`src/rtl/rom_loader.sv`:
```
// Byte-stream program loader: length-prefixed little-endian image into the instruction ROM write port,
// holds the core in reset until loaded. Define LOADER_CSUM_EN to require a trailing XOR checksum byte.
module rom_loader #(
    parameter int ADDR_W = 12
) (
    input  logic              clk,
    input  logic              rst,
    input  logic              byte_valid_i,
    input  logic [7:0]        byte_data_i,
    output logic              byte_ready_o,
    output logic              rom_we_o,
    output logic [ADDR_W-1:0] rom_waddr_o,
    output logic [31:0]       rom_wdata_o,
    output logic              core_rst_o,
    output logic              done_o,
    output logic              err_o,
    output logic [2:0]        dbg_state_o
);

    localparam logic [2:0] S_LEN  = 3'd0;
    localparam logic [2:0] S_DATA = 3'd1;
    localparam logic [2:0] S_CSUM = 3'd2;
    localparam logic [2:0] S_DONE = 3'd3;
    localparam logic [2:0] S_ERR  = 3'd4;

    localparam logic [32:0]     CAP   = 33'(1) << ADDR_W;
    localparam logic [ADDR_W:0] ONE_W = {{ADDR_W{1'b0}}, 1'b1};

`ifdef LOADER_CSUM_EN
    localparam logic [2:0] S_TAIL = S_CSUM;
`else
    localparam logic [2:0] S_TAIL = S_DONE;
`endif

    // Handshake: a byte transfers on a rising edge where byte_valid_i and byte_ready_o are both 1.
    logic [2:0]      state;
    logic            live;
    logic [1:0]      byte_cnt;
    logic [31:0]     shreg;
    logic [ADDR_W:0] word_idx;
    logic [ADDR_W:0] n_words;
    logic [7:0]      csum;
    logic [31:0]     full_word;
    logic            accept;

    // live keeps ready low for the first cycle after reset release.
    assign byte_ready_o = live && (state == S_LEN || state == S_DATA || state == S_CSUM);
    assign accept       = byte_valid_i && byte_ready_o;
    assign full_word    = {byte_data_i, shreg[31:8]};
    assign dbg_state_o  = state;

    always_ff @(posedge clk or negedge rst) begin
        if (!rst) begin
            state       <= S_LEN;
            live        <= 1'b0;
            byte_cnt    <= 2'd0;
            shreg       <= 32'd0;
            word_idx    <= '0;
            n_words     <= '0;
            csum        <= 8'd0;
            rom_we_o    <= 1'b0;
            rom_waddr_o <= '0;
            rom_wdata_o <= 32'd0;
            core_rst_o  <= 1'b0;
            done_o      <= 1'b0;
            err_o       <= 1'b0;
        end else begin
            live     <= 1'b1;
            rom_we_o <= 1'b0;
            if (accept) begin
                byte_cnt <= byte_cnt + 2'd1;
                shreg    <= full_word;
            end
            case (state)
                S_LEN: begin
                    if (accept && byte_cnt == 2'd3) begin
                        if (full_word == 32'd0) begin
                            state <= S_TAIL;
                        end else if ({1'b0, full_word} > CAP) begin
                            state <= S_ERR;
                        end else begin
                            state   <= S_DATA;
                            n_words <= full_word[ADDR_W:0];
                        end
                    end
                end
                S_DATA: begin
                    if (accept) begin
                        csum <= csum ^ byte_data_i;
                        if (byte_cnt == 2'd3) begin
                            rom_we_o    <= 1'b1;
                            rom_waddr_o <= word_idx[ADDR_W-1:0];
                            rom_wdata_o <= full_word;
                            word_idx    <= word_idx + ONE_W;
                            if (word_idx + ONE_W == n_words) begin
                                state <= S_TAIL;
                            end
                        end
                    end
                end
`ifdef LOADER_CSUM_EN
                S_CSUM: begin
                    if (accept) begin
                        state <= (byte_data_i == csum) ? S_DONE : S_ERR;
                    end
                end
`endif
                S_DONE: begin
                    done_o     <= 1'b1;
                    core_rst_o <= 1'b1;
                end
                S_ERR: begin
                    err_o <= 1'b1;
                end
                default: begin
                    state <= S_ERR;
                end
            endcase
        end
    end

endmodule
```
`config.mk`:
```
export PLATFORM = sky130hd
export DESIGN_NAME = rom_loader
export DESIGN_NICKNAME = d
export VERILOG_FILES = /design/src/rtl/rom_loader.sv
export SDC_FILE = /design/constraint.sdc
export NUM_CORES = 1
export LEC_CHECK = 0
export BUFFER_PORTS_ARGS = -buffer_cell sky130_fd_sc_hd__clkbuf_2
export CAP_MARGIN = 25
export CORE_MARGIN = 3
export CORE_UTILIZATION = 60
export DETAILED_ROUTE_END_ITERATION = 6
export PLACE_DENSITY = 0.86
export SLEW_MARGIN = 20
export SYNTH_ARGS = -nofsm -noshare
export SYNTH_HDL_FRONTEND = slang
export SYNTH_SLANG_ARGS = --single-unit
```
`constraint.sdc`:
```
create_clock -name clk -period 5.6 [get_ports clk]
set_input_delay 1.12 -clock clk [delete_from_list [all_inputs] [get_ports clk]]
set_output_delay 1.12 -clock clk [all_outputs]
set_load 0.02 [all_outputs]
```
==> qor.txt, run 1 <==
Placement Cell Area: 4870 sq um
Critical Path Source Type: flip-flop
Multi-input logic area: 1830 sq um
Antenna violations before repair: 0
GRT Total Usage: 0.208
Nets@finish: 396
Buffers on Ports: 62
Max_cap viols: 0
First-pass GRT wire length: 13900 microns
FFs w/ async S/R, synth: 1.00
Main flop type after synthesis: dfrtp_1
R2r worst-path depth: 6
Post-synth EDFFs: 0
Routed WL per cell: 17.0 microns
Total Power: 1.58 mW
Clock network fraction of total power: 0.276
Initial Utilization: 0.641
Worst R2R Setup Slack: 3.45 ns
Fillers: 502
Part of the cycle the worst path needs: 0.449
CTS tree: yes
DRC viols: 0
Die Span Y: 92.6 microns
Critical R2R Launch: word_idx[0]$_DFFE_PN0P_
Setup Slack @ Placement: 2.76 ns
WHS: 0.468 ns
Vias per cell: 5.65
Avg Cell Area, Syn: 13.9 sq um
Hold Vio Cnt, Final: 0
Post_cts resized: 0
Row Count: 30
Clock sinks: 103
Final setup TNS: 0 ns
RD Place Congestion: 0.826
Seq. cell area: 2580 sq um
Worst EP required: 4.48 ns
Comb pwr share: 0.112
P per Cell Area: 311 nW/um^2
Final core utilization: 0.721
Synth Instances: 324
Synth unique cells: 48
Core area: 7020 sq um
Hold buffers post-CTS: 0
H-Tree Level Count: 3
Worst slew margin: 0.446
Static Leak: 2.57 nW
Period minus WS final: 2.52 ns
Deepest clock path buffer count: 2
Die area: 8570 sq um
Cts bufs inserted: 9
Clock Skew: 0.0161 ns
Number of post-CTS setup repair buffers: 0
Vias: 2733
Worst setup EP type: output port
Placed cells: 468
# setup viols final: 0
WS Path Type: reg -> out
Critical path peak fanout: 7
Final setup margin: 3.08 ns
Critical Path End: byte_ready_o
Max Transition Viols Final: 0
Largest net degree at the start of global routing: 69
Worst Tran Pin Value: 0.831 ns
Post-route design area: 5060 sq um
WL final: 8220 microns
Clock root cell: clkbuf_8
Syn nets: 337
First-pass DRT Iterations: 4
Psw: 459 uW
Final Non-Filler Cells: 484
Status: completed
Die width: 92.6 microns
Max VDD drop: 0.000220 V
Register area share after synthesis: 0.573
Seq pwr share: 0.612
Final HPWL DP: 5850 microns
Post-DRT Antenna Nets: 0
Io pins: 63
CP Launch Point: dbg_state_o[1]$_DFFE_PN0P_
Ys Warns: 0
Vias in the first global route: 2818
Max Freq: 0.397 GHz
Proportion of layout cells with a drive suffix above 1: 0.451
N_diodes: 0
Critical R2R Capture: dbg_state_o[1]$_DFFE_PN0P_
Post-synthesis register bit count: 103
Sw frac: 0.291
Worst skew pair latency: 0.37 ns
Synthesized area: 4500 sq um
Layout area overhead: 12.5%
Total grt overflow: 0
DRT iter0 DRCs: 130
Unrepaired setup endpoints after global routing: no
Clk pin slew, worst setup/hold paths: 0.10 ns
Min-Delay Path Class: reg -> reg
Crit path DAT: 1.40 ns
P_int: 1.12 mW
cells by family after synthesis:
group                      after synthesis  synth area share
other                                    1          0.000834
muxes                                   83             0.216
xor gates and xnor gates                25            0.0487
AOI/OAI and AO/OA                       22            0.0401
DFF                                    103             0.573
adders and majority gates                2           0.00556
buffers and inverters                   20            0.0228
and+or+nand+nor                         68            0.0929
sequential cells by signal, summed over array words and instances (netlist names):
name / flops
rom_we_o: 1
word_idx: 13
rom_waddr_o: 12
byte_cnt: 2
shreg: 24
err_o: 1
done_o: 1
n_words: 13
dbg_state_o: 3
rom_wdata_o: 32
live: 1
Yosys cell counts, types with 2 or more instances:
master     instances  area [sq um]
a211oi_1           2          15.0
a21oi_1            3          15.0
buf_2             13          65.1
dfrtp_1          103          2580
ha_1               2          25.0
inv_1              3          11.3
mux2_2            73           822
mux2_4            10           150
nand2_1           10          37.5
nand3_1            7          35.0
nand3b_1           2          15.0
nand4_1            3          18.8
nand4b_1           2          17.5
nor2_1            13          48.8
nor3_1             8          40.0
nor4_1             9          56.3
nor4b_1            2          17.5
o2111ai_1          2          17.5
o211a_1            3          30.0
o21a_1             2          15.0
o31a_1             2          17.5
xnor2_1           15           131
xor2_1            10          87.6
how the worst min path moves through the flow:
stage                       startpoint                       to  slack (ns)  cells after the start
2_1_floorplan  byte_cnt[0]$_DFFE_PN0P_  byte_cnt[0]$_DFFE_PN0P_        0.45                      1
3_3_place_gp         err_o$_DFFE_PN0N_        err_o$_DFFE_PN0N_        0.44                      1
3_5_place_dp         err_o$_DFFE_PN0N_        err_o$_DFFE_PN0N_        0.45                      1
4_1_cts              err_o$_DFFE_PN0N_        err_o$_DFFE_PN0N_        0.47                      1
5_1_grt              err_o$_DFFE_PN0N_        err_o$_DFFE_PN0N_        0.49                      1
6_report             err_o$_DFFE_PN0N_        err_o$_DFFE_PN0N_        0.47                      1
layer usage:
layer	wire (microns)	vias to the layer above	GRT usage
met5	0	-	0
met4	80	0	0.0520
met3	485	8	0.0707
met2	4120	73	0.334
met1	3530	1368	0.273
li1	-	1284	-
area by class of cell:
class | instances | area share
Sequential cell | 103 | 0.509
Inverter | 3 | 0.00222
Clock inverter | 7 | 0.0131
Clock buffer | 9 | 0.0245
Multi-Input combinational cell | 201 | 0.361
Timing Repair Buffer | 65 | 0.0663
Tap cell | 96 | 0.0237
critical path, cell delays in order (launching register included):
cell and delay, ns:
dfrtp_1 0.54, nand2_1 0.12, and3b_1 0.22, clkbuf_2 0.16
layout by cell type, fill, tap and decap left out, types with 3 or more instances in the layout:
cell	instances
xnor2_1	15
nand3_1	7
inv_1	3
mux2_4	10
o211a_1	3
clkbuf_8	9
nor3_1	8
a21oi_1	3
nor2_1	13
clkbuf_2	61
dfrtp_1	103
nand2_1	9
nand4_1	3
nor4_1	9
mux2_2	73
xor2_1	10
buf_4	4
power groups by stage:
stage / combinational (mW) / sequential (mW) / clock (mW)
final: 0.177 / 0.964 / 0.436
after global routing: 0.194 / 0.980 / 0.482
after CTS: 0.180 / 0.965 / 0.448
after detailed placement: 0.177 / 0.980 / 0
after global placement: 0.167 / 0.973 / 0
after floorplan: 0.132 / 0.931 / 0
(Power assumes the default switching activity.)
==> run 2: changes to the inputs <==
- CORE_UTILIZATION: 60 -> 57
- PLACE_DENSITY: 0.86 -> 0.82
- clock period: 5.6 -> 2.57 ns (I/O delays scaled with it)
==> run 2 against run 1 <==
- clock skew fell by 0.0012 ns
- flip-flop and latch count unchanged
- clock power grew 120%
- largest power group unchanged
- count of clock-buffer cells in the layout is the same
- non-clock buffer count up 3
- final cell count increased by 1.2%
- die area up 4.9%
- core utilization shrank 3.5 points
- cell area up 1.0%
- highest routed layer unchanged
==> qor.txt, run 2 (synthesis results as in run 1) <==
Clk pin slew, worst setup/hold paths: 0.10 ns (about the same)
DRT iter0 DRCs: 77 (-41%)
Proportion of layout cells with a drive suffix above 1: 0.455 (+0.00421)
Setup Slack @ Placement: 0.263 ns (-2.49 ns)
# setup viols final: 0 (unchanged)
Critical path peak fanout: 9 (+2)
Met2 wire length: 4070 microns (-1.2%)
Antenna violations before repair: 0 (unchanged)
Largest register FFs: 32 (unchanged)
Fillers: 535 (+6.6%)
Largest regs: rom_wdata_o: 32 flops, shreg: 24 flops
Die area: 8990 sq um (+4.9%)
Commonest non-fill, non-tap cell in the layout: dfrtp_1
Min-Delay Path Class: in -> async
Worst skew pair latency: 0.37 ns (about the same)
CTS tree: yes
Vias per cell: 5.62 (-0.47%)
Nets@finish: 399 (+0.76%)
Clock sinks: 103 (unchanged)
R2r worst-path depth: 6 (unchanged)
Initial Utilization: 0.604 (-0.0368)
Final setup TNS: 0 ns (unchanged)
Row Count: 31 (+3.3%)
Status: completed
Met3 routed WL: 435 microns (-10%)
Part of the cycle the worst path needs: 0.887
Critical R2R Launch: word_idx[0]$_DFFE_PN0P_
GRT Total Usage: 0.202 (-0.00553)
Hold Vio Cnt, Final: 0 (unchanged)
Max_cap viols: 0 (unchanged)
H-Tree Level Count: 3 (unchanged)
Total grt overflow: 0 (unchanged)
Deepest clock path buffer count: 2 (unchanged)
First-pass DRT Iterations: 5 (+1)
Max Transition Viols Final: 0 (unchanged)
Largest net degree at the start of global routing: 51 (-26%)
Metal-1 WL: 3690 microns (+4.8%)
Commonest non-fill, non-tap cells in the layout: dfrtp_1 (103), mux2_2 (73), clkbuf_2 (61), xnor2_1 (15), nor2_1 (13)
Die width: 94.8 microns (+2.4%)
Critical Path Source Type: flip-flop
WS Path Type: reg -> reg
N_diodes: 0 (unchanged)
Unrepaired setup endpoints after global routing: no
Worst Tran Pin Value: 0.638 ns (-0.193 ns)
Routed WL per cell: 17.1 microns (+0.57%)
Hold buffers post-CTS: 0 (unchanged)
Vias in the first global route: 2824 (+0.21%)
Core area: 7450 sq um (+6.1%)
Max VDD drop: 0.000492 V (+120%)
Die Span Y: 94.8 microns (+2.4%)
Worst R2R Setup Slack: 0.29 ns (-3.16 ns)
Worst slew margin: 0.575 (+0.128)
Post-DRT Antenna Nets: 0 (unchanged)
Vias: 2754 (+0.77%)
Io pins: 63 (unchanged)
Most flops, register: rom_wdata_o
Buffers on Ports: 62 (unchanged)
Worst EP required: 2.83 ns (-1.65 ns)
Max Freq: 0.438 GHz
Crit path DAT: 2.54 ns (+1.14 ns)
Top Metal Used: met4
Clock root cell: clkbuf_8
Critical R2R Capture: dbg_state_o[1]$_DFFE_PN0P_
WL final: 8360 microns (+1.8%)
DRC viols: 0 (unchanged)
Final setup margin: 0.289 ns (-2.79 ns)
Worst setup EP type: flip-flop
Final HPWL DP: 5980 microns (+2.3%)
First-pass GRT wire length: 14000 microns (+0.79%)
Layout area overhead: 13.7%
Clock Skew: 0.0149 ns (-0.00117 ns)
P per Cell Area: 679 nW/um^2 (+120%)
RD Place Congestion: 0.884 (+7.1%)
Cts bufs inserted: 9 (unchanged)
Period minus WS final: 2.28 ns
Static Leak: 2.59 nW (+0.77%)
run 2: worst max-delay path: stages, from the launching register on:
cell	delay (ns)
dfrtp_1	0.50
ha_1	0.33
nand3_2	0.21
o41ai_1	0.49
o2111a_1	0.26
o2111ai_1	0.13
o31ai_2	0.26
run 2: through the flow:
stage | cells | hold WS, ns | util | cell area, sq um | total power [mW]
2_1_floorplan | 324 | 0.218 | - | 4500 | 2.32
6_report | 490 | 0.163 | 0.686 | 5110 | 3.47
5_1_grt | 490 | 0.208 | 0.686 | 5110 | 3.64
3_3_place_gp | 474 | 0.437 | 0.661 | 4920 | 2.50
4_1_cts | 490 | 0.181 | 0.686 | 5110 | 3.50
3_5_place_dp | 474 | 0.445 | 0.661 | 4920 | 2.54
run 2: power by group:
group	internal (mW)	switching [mW]
clock	0.375	0.592
combinational	0.231	0.157
sequential	1.83	0.281
run 2: cell type report:
| class | count | area [sq um] | area share |
|---|---|---|---|
| inverter | 3 | 11.3 | 0.00220 |
| clock buffer | 9 | 124 | 0.0242 |
| tap | 99 | 124 | 0.0242 |
| multi-input combinational | 201 | 1830 | 0.358 |
| clock inverter | 7 | 63.8 | 0.0125 |
| timing repair buffer | 68 | 383 | 0.0749 |
| sequential | 103 | 2580 | 0.504 |
run 2: how the worst max path moves through the flow:
stage	from	to	slack [ns]	cells past startpoint
5_1_grt	word_idx[0]$_DFFE_PN0P_	dbg_state_o[1]$_DFFE_PN0P_	0.09	6
3_5_place_dp	word_idx[0]$_DFFE_PN0P_	dbg_state_o[1]$_DFFE_PN0P_	0.26	6
6_report	word_idx[0]$_DFFE_PN0P_	dbg_state_o[1]$_DFFE_PN0P_	0.29	6
2_1_floorplan	dbg_state_o[2]$_DFFE_PN0P_	n_words[10]$_DFFE_PN0P_	0.65	5
4_1_cts	word_idx[0]$_DFFE_PN0P_	dbg_state_o[1]$_DFFE_PN0P_	0.19	6
3_3_place_gp	word_idx[0]$_DFFE_PN0P_	dbg_state_o[1]$_DFFE_PN0P_	0.26	6
run 2: metal layers:
| layer | global-route usage | vias up |
|---|---|---|
| li1 | - | 1295 |
| met1 | 0.273 | 1355 |
| met2 | 0.329 | 88 |
| met3 | 0.0351 | 16 |
| met4 | 0.0757 | 0 |
| met5 | 0 | - |
run 2: repair_timing:
action                                  CTS  global route
endpoints found under the setup margin    0             1
resized for setup                         0             1
setup buffers                             0             0
